`src/rtl/pin_arbiter_module_pkg.sv`:
```
// Shared definitions for the pin arbiter: state encoding, default sizing and
// counter-width helper.
package pin_arbiter_module_pkg;

  typedef enum logic [1:0] {
    StIdle,
    StGrant,
    StGap
  } arb_state_e;

  localparam int unsigned DefNReq          = 4;
  localparam int unsigned DefGapCycles     = 5_000_000;   // 100 ms at 50 MHz
  localparam int unsigned DefTimeoutCycles = 50_000_000;  // 1 s at 50 MHz

  // Counter only ever reaches max(gap, timeout) - 1 before it is cleared.
  function automatic int unsigned cnt_width(int unsigned gap, int unsigned tmo);
    int unsigned m;
    m = (gap > tmo) ? gap : tmo;
    return (m > 1) ? $clog2(m) : 1;
  endfunction

endpackage

```
`src/rtl/rr_pick_module.sv`:
```
// Combinational round-robin picker: first requester found scanning from
// (last + 1) mod N_REQ upward, wrapping around.
module rr_pick_module #(
  parameter int unsigned N_REQ = 4,
  parameter int unsigned IdW   = $clog2(N_REQ)
) (
  input  logic [N_REQ-1:0] req,
  input  logic [IdW-1:0]   last,
  output logic             valid,
  output logic [IdW-1:0]   index
);

  // Scan candidates in rotated priority order; the first hit wins.
  always_comb begin
    valid = 1'b0;
    index = last;
    for (int unsigned k = 1; k <= N_REQ; k++) begin
      int unsigned cand;
      cand = (32'(last) + k) % N_REQ;
      if (!valid && req[cand[IdW-1:0]]) begin
        valid = 1'b1;
        index = cand[IdW-1:0];
      end
    end
  end

endmodule

```
`src/rtl/pin_arbiter_module.sv`:
```
// Shares one serial output pin among N_REQ symbol generators. Grants are
// round-robin, each grant ends on the owner's done pulse or a timeout, and an
// idle-high gap follows every grant.
module pin_arbiter_module
  import pin_arbiter_module_pkg::*;
#(
  parameter int unsigned N_REQ          = DefNReq,
  parameter int unsigned GAP_CYCLES     = DefGapCycles,
  parameter int unsigned TIMEOUT_CYCLES = DefTimeoutCycles
) (
  input  logic                     clk,
  input  logic                     rst_n,
  input  logic [N_REQ-1:0]         req_sig,
  input  logic [N_REQ-1:0]         done_sig,
  input  logic [N_REQ-1:0]         pin_in,
  output logic [N_REQ-1:0]         start_sig,
  output logic                     pin_out,
  output logic [$clog2(N_REQ)-1:0] grant_id,
  output logic                     busy_sig,
  output logic                     timeout_sig
);

  localparam int unsigned IdW  = $clog2(N_REQ);
  localparam int unsigned CntW = cnt_width(GAP_CYCLES, TIMEOUT_CYCLES);

  // Last count value of each timed phase; GapLast is unused when GAP_CYCLES is 0.
  localparam logic [CntW-1:0] TmoLast = CntW'(TIMEOUT_CYCLES - 1);
  localparam logic [CntW-1:0] GapLast = CntW'(GAP_CYCLES - 1);

  arb_state_e      state;
  logic [CntW-1:0] cnt;
  logic            pick_valid;
  logic [IdW-1:0]  pick_idx;
  logic [N_REQ-1:0] pick_onehot;

  rr_pick_module #(
    .N_REQ (N_REQ),
    .IdW   (IdW)
  ) u_rr_pick (
    .req   (req_sig),
    .last  (grant_id),
    .valid (pick_valid),
    .index (pick_idx)
  );

  // Decode the picked index to the one-hot start vector.
  always_comb begin
    pick_onehot = '0;
    for (int unsigned i = 0; i < N_REQ; i++) begin
      pick_onehot[i] = (pick_idx == IdW'(i));
    end
  end

  assign busy_sig = (state != StIdle);

  // Arbitration FSM with registered start, pin, grant and timeout outputs.
  always_ff @(posedge clk or negedge rst_n) begin
    if (!rst_n) begin
      state       <= StIdle;
      cnt         <= '0;
      start_sig   <= '0;
      pin_out     <= 1'b1;
      grant_id    <= IdW'(N_REQ - 1);  // so requester 0 wins first
      timeout_sig <= 1'b0;
    end else begin
      timeout_sig <= 1'b0;
      // start_sig is non-zero exactly while in StGrant.
      pin_out     <= (state == StGrant) ? pin_in[grant_id] : 1'b1;
      unique case (state)
        StIdle: begin
          if (pick_valid) begin
            state     <= StGrant;
            grant_id  <= pick_idx;
            start_sig <= pick_onehot;
            cnt       <= '0;
          end
        end
        StGrant: begin
          // Done wins over a coincident timeout.
          if (done_sig[grant_id]) begin
            start_sig <= '0;
            cnt       <= '0;
            state     <= (GAP_CYCLES == 0) ? StIdle : StGap;
          end else if (cnt == TmoLast) begin
            start_sig   <= '0;
            cnt         <= '0;
            timeout_sig <= 1'b1;
            state       <= (GAP_CYCLES == 0) ? StIdle : StGap;
          end else begin
            cnt <= cnt + 1'b1;
          end
        end
        StGap: begin
          if (cnt == GapLast) begin
            cnt   <= '0;
            state <= StIdle;
          end else begin
            cnt <= cnt + 1'b1;
          end
        end
        default: begin
          state     <= StIdle;
          start_sig <= '0;
          cnt       <= '0;
        end
      endcase
    end
  end

endmodule

```
`config.mk`:
```
export PLATFORM = sky130hd
export DESIGN_NAME = pin_arbiter_module
export DESIGN_NICKNAME = d
export VERILOG_FILES = /design/src/rtl/pin_arbiter_module_pkg.sv /design/src/rtl/rr_pick_module.sv /design/src/rtl/pin_arbiter_module.sv
export SDC_FILE = /design/constraint.sdc
export NUM_CORES = 1
export LEC_CHECK = 0
export ABC_CLOCK_PERIOD_IN_PS = 3570
export CORE_AREA = 2 2 67 69
export DETAILED_ROUTE_END_ITERATION = 10
export DIE_AREA = 0 0 69 71
export PLACE_DENSITY = 0.82
export SYNTH_ARGS = -nofsm -noshare
export SYNTH_HDL_FRONTEND = slang
export SYNTH_HIERARCHICAL = 1
export SYNTH_SLANG_ARGS = --single-unit
```
`constraint.sdc`:
```
create_clock -name clk -period 3.57 [get_ports clk]
set_input_delay 0.8925 -clock clk [delete_from_list [all_inputs] [get_ports clk]]
set_output_delay 0.8925 -clock clk [all_outputs]
set_load 0.03 [all_outputs]
```
==> results.toml <==
[synthesis]
synthAdderAreaFrac_pct = 2.018
yosys.area.top_type = "dfrtp_1"
synth_edf_count = 0
synth-simple-area-share_pct = 31.69
ys_seq_area_share_pct = 36.48
ys_types = 51
ys_ff_latch = 36
synth_top_family_by_area = "simple AND/OR/NAND/NOR gates"
syn_area_sq_um = 2480
synthXorXnorAreaFrac_pct = 1.060
synth_area_leaders = "dfrtp_1 33%, nand2_1 7.4%, o221ai_1 4.2%"
synth_compound_area_share_pct = 16.30
syn-instance-count = 289
muxShareOfSynthArea_pct = 6.004
async_flop_share_pct = 100.0
netlist_top_cells_count = "49 x nand2_1, 33 x dfrtp_1, 18 x inv_1, 18 x nor2_1, 12 x o221ai_1"
yosys_warnings = 6
synth_top_area_share_pct = 33.30
syn_avg_cell_area_sq_um = 8.581
synth-main-ff-cell = "dfrtp_1"
synth.net_count = 307
yosysMostFrequentCell = "nand2_1"

[worst_setup_path]
timing.rr.end = "cnt[25]$_DFFE_PN0P_"
cp_max_fo = 15
startpoint_type = "primary input"
critPathArrivalTime_ns = 3.17
endpoint_kind = "flop"
ff2ff_setup_slack_ns = 0.91
r2r_start = "cnt[16]$_DFFE_PN0P_"
crit_path_max_incr_delay_ns = 0.75
path_class = "primary input to flop"
path_cells = "clkdlybuf4s50_1 > or4_1 > nor2_2 > nor2b_1 > o21ai_1 > o211ai_1"
cp_slowest_cell = "nor2b_1"
worstPathRequired_ns = 3.77
ff2ff_path_depth = 5

[detailed_routing]
routedWlPerCell_microns = 16.65
drtIter0Drc = 186
drc = 0
via_count = 2268
viasPerCell = 6.353
drtAntennaViolNets = 0
wl_microns = 5944
dr.pass1.iters = 5

[power]
ir_worst_vdd_mv = 0.4758
power_w = 0.001672
pwr_density_cell_nw_per_um2 = 584.9
p_leak_nw = 1.185

[clock_network]
hold_buffers = 0
cts_tree = "yes"
cts_setup_buffers = 0
ctsResizeCount = 0
root_buffer = "clkbuf_8"
cts_sinks = 36
numCtsBuffers = 5
clk_path_buf_depth = 2
clk_latency_ns = 0.29
cts_max_level = 2
clk_pin_slew_ns = 0.08

[timing]
fin_tns_setup_ns = 0
slew_headroom_pct = 34.61
hold_viol_final = 0
rsz0062_at_grt = "no"
finalMaxSlewViolations = 0
period_share_pct = 83.04
setup_viol = 0
finalCriticalPeriod_ns = 2.964
worst_pin_slew_ns = 0.9789
fmax_mhz = 337.3
fin_skew_ns = 0.004652
fin_hold_ws_ns = 0.5223

[die]
die-area_sq_um = 4899
die_x_microns = 69
die_h_microns = 71
initial_core_util_pct = 58.99
core_sq_um = 4204
ioPinCount = 23
core.rowCount = 24

[worst_hold_path]
holdPathEnd = "start_sig[1]$_DFFE_PN0P_"
hold_depth = 1
hp-start = "start_sig[1]$_DFFE_PN0P_"
hp-class = "flop to flop"

[layout]
layout.nets = 322
n_antenna_cell = 0
area_delta_synth_final_pct = 15.29
drive_gt1_share_pct = 11.48

[global_routing]
grt_pass1_wl_microns = 10010
grtUsageTotal_pct = 24.89
grt_remaining_overflow = 0
antenna_found_initial = 0
grt_max_degree = 37
grt_pass1_vias = 2230

[run]
maxCapViolations = 0

[placement]
port_buffers = 22
hpwl_microns = 4053
routabilityCongestion = 0.9027

[status]
outcome = "finished clean"
flip-flops by register name (all words and copies together), names as in the netlist:
name	cells
start_sig	4
timeout_sig	1
grant_id	2
pin_out	1
cnt	26
state	2
cell type report:
cell class	instances	area (sq um)
Multi-Input combinational cell	214	1431
Fill cell	358	1345
Sequential cell	36	904.6
Timing Repair Buffer	28	260.3
Clock buffer	7	96.34
Inverter	19	71.32
Tap cell	52	65.06
Clock inverter	1	30.03
logic make-up (layout without fill, tap and decap cells):
logic type,Yosys count,count (layout)
buf+inv,39,55
mux,10,10
flops,36,36
xor+xnor,3,3
fa+ha+maj,4,4
simple gates,145,145
compound gates,52,52
per-stage QoR:
stage | utilization [%] | worst slack, ns | cell area, sq um | instances
after global placement | 65.00 | 0.3926 | 2733 | 349
after floorplan | - | 1.153 | 2480 | 289
after global routing | 68.01 | 0.3901 | 2859 | 357
after detailed placement | 65.00 | 0.3172 | 2733 | 349
after CTS | 68.01 | 0.6243 | 2859 | 357
final | 68.01 | 0.6056 | 2859 | 357
critical path, delay by kind of cell:
family,cells,cell delay (ns)
compound gates,2,0.75
buf+inv,1,0.53
simple gates,3,0.99
worst max path at each step:
stage / start / end / slack (ns) / cells after the start
after global routing: req_sig[3] / cnt[25]$_DFFE_PN0P_ / 0.39 / 6
final: req_sig[3] / cnt[25]$_DFFE_PN0P_ / 0.61 / 6
after floorplan: done_sig[3] / cnt[24]$_DFFE_PN0P_ / 1.15 / 7
after detailed placement: req_sig[3] / cnt[25]$_DFFE_PN0P_ / 0.32 / 6
after CTS: req_sig[3] / cnt[25]$_DFFE_PN0P_ / 0.62 / 6
after global placement: req_sig[3] / cnt[21]$_DFFE_PN0P_ / 0.39 / 6
placed cells by master, fill, tap and decap left out, types with 4 or more instances in the layout:
cell	instances
nand2_1	49
dfrtp_1	33
clkdlybuf4s50_1	21
inv_1	18
nor2_1	17
o221ai_1	12
nand4_1	11
nand3_1	11
o211ai_1	9
o2111ai_1	9
nor3_1	8
and2_1	7
nor4_1	7
clkbuf_8	7
and4_1	6
o21ai_0	6
buf_4	6
and3_1	5
nand2b_1	4
nor2b_1	4
mux2_4	4
ha_1	4
routing by layer:
metal	part of all wire, %	global-route usage (%)
met2	48	41.45
met4	2.1	11.11
met3	4.8	2.991
met5	0	0
met1	45	32.82
where the power goes:
group	switching, W	leakage, nW	internal [W]
clock	0.000152	0.0645	0.000246
sequential	0.0000582	0.487	0.000471
combinational	0.000441	0.633	0.000303
total	0.000651	1.18	0.00102
No activity file was read; power rests on OpenSTA's default activity.
==> variant (config.mk and constraints unchanged) <==
The package constant `DefGapCycles` goes from 5_000_000 to 20_000_000.
--- a/src/rtl/pin_arbiter_module_pkg.sv
+++ b/src/rtl/pin_arbiter_module_pkg.sv
@@ -11,3 +11,3 @@
   localparam int unsigned DefNReq          = 4;
-  localparam int unsigned DefGapCycles     = 5_000_000;   // 100 ms at 50 MHz
+  localparam int unsigned DefGapCycles     = 20_000_000;   // 100 ms at 50 MHz
   localparam int unsigned DefTimeoutCycles = 50_000_000;  // 1 s at 50 MHz
Function: same outputs for any inputs over 10 cycles, from zero or initial values and one cycle with rst_n low; that may be too few to reach the edited logic, so the function may still have changed.
==> variant against the original RTL <==
Area after synthesis is 16% lower; sequential cell count unchanged; synthesized cell count is 24% lower; power is 5.0% lower; cell area decreased by 13%; routed wire length decreased by 22%; count of clock-buffer cells in the layout down 1; setup slack gained 0.15 ns; critical path type unchanged.
==> variant: results (changes against the original RTL) <==
Critical path
  • Start point of the critical path: done_sig[2] (was req_sig[3])
  • Critical path destination: cnt[4] (was cnt[25])
  • Crit-path max cell delay: 0.48 ns (was 0.75 ns)
  • Setup slack of the most critical reg-to-reg path: 1.10 ns (was 0.91 ns)
  • Data arrival, critical path: 3.03 ns (was 3.17 ns)
  • Critical path peak fanout: 12 (was 15)
  • R2R Path Start: grant_id[0] (was cnt[16])

Placed design
  • Pre-CTS setup slack: 0.436 ns (was 0.317 ns)
  • Global placement routability congestion: 0.906 (was 0.903)
  • # placed instances: 290 (was 349)
  • Area post-placement: 0.00237 mm^2 (was 0.00273 mm^2)
  • Total half-perimeter wirelength after legalization and detailed placement: 3300 um (was 4050 um)

Synth
  • Post-synthesis sequential area ratio: 0.432 (was 0.365)
  • Number of different library cells in the post-synthesis netlist: 48 (was 51)
  • Net count after synthesis: 237 (was 307)

Timing
  • Post-route worst hold slack: 0.482 ns (was 0.522 ns)
  • Worst rel slew slack: 0.471 (was 0.346)
  • Post-Route Skew: 0.00525 ns (was 0.00465 ns)
  • Post-layout min period: 2.82 ns (was 2.96 ns)

Pwr
  • Clock network power: 353 uW (was 398 uW)
  • Peak supply drop: 0.462 mV (was 0.476 mV)
  • Part of the power in combinational logic: 0.438 (was 0.445)
  • P_sw: 601 uW (was 651 uW)

Layout
  • Net total in the final layout: 263 (was 322)
  • Proportion of layout cells with a drive suffix above 1: 0.0976 (was 0.115)
  • Synth-to-layout area growth: 18.4% (was 15.3%)
  • Number of fill cells: 355 (was 358)

Route
  • DR vias: 1821 (was 2268)
  • First drt pass iteration count: 4 (was 5)
  • Detail Route met3 WL: 261 um (was 286 um)
  • Sum of met2 wire segment lengths after detailed routing: 2240 um (was 2850 um)
  • Metal-1 WL: 2040 um (was 2680 um)
  • Average via count per standard cell: 6.11 (was 6.35)

GRT
  • Met1 demand-to-capacity share in global routing: 0.255 (was 0.328)
  • Fraction of met2 tracks used by global routing: 0.346 (was 0.415)
  • First-pass GRT wire length: 8070 um (was 10000 um)
  • M3 GR Usage: 0.0456 (was 0.0299)

Run status
  • Result of the run: complete, no violations (unchanged)

Worst hold path
  • Cell depth of the worst hold path: 2 (was 1)
-- variant: changes by cell type in the layout (fill, tap and decap cells not counted), sizes merged, moves of 9 or more --
| cell | change |
|---|---|
| a21oi | +16 |
| a22o | +9 |
| a31oi | +11 |
| inv | -11 |
| nand2 | -23 |
| o2111ai | -9 |
| o211ai | -9 |
| o221ai | -11 |
-- variant: cells by family (layout without fill, tap and decap cells) --
logic type,after synthesis,count (layout),synth area share
DFF,36,36,0.432
and+or+nand+nor,91,91,0.228
AOI/OAI and AO/OA,60,60,0.201
buffers and inverters,14,41,0.0347
muxes,8,8,0.0544
adders and majority gates,4,4,0.0239
xor gates and xnor gates,6,6,0.0251
-- variant: area by class of cell --
cell class | instances | share of cell area
tap | 52 | 0.0263
inverter | 7 | 0.0106
multi-input combinational | 169 | 0.450
clock buffer | 6 | 0.0293
clock inverter | 2 | 0.0141
sequential | 36 | 0.365
timing repair buffer | 26 | 0.104
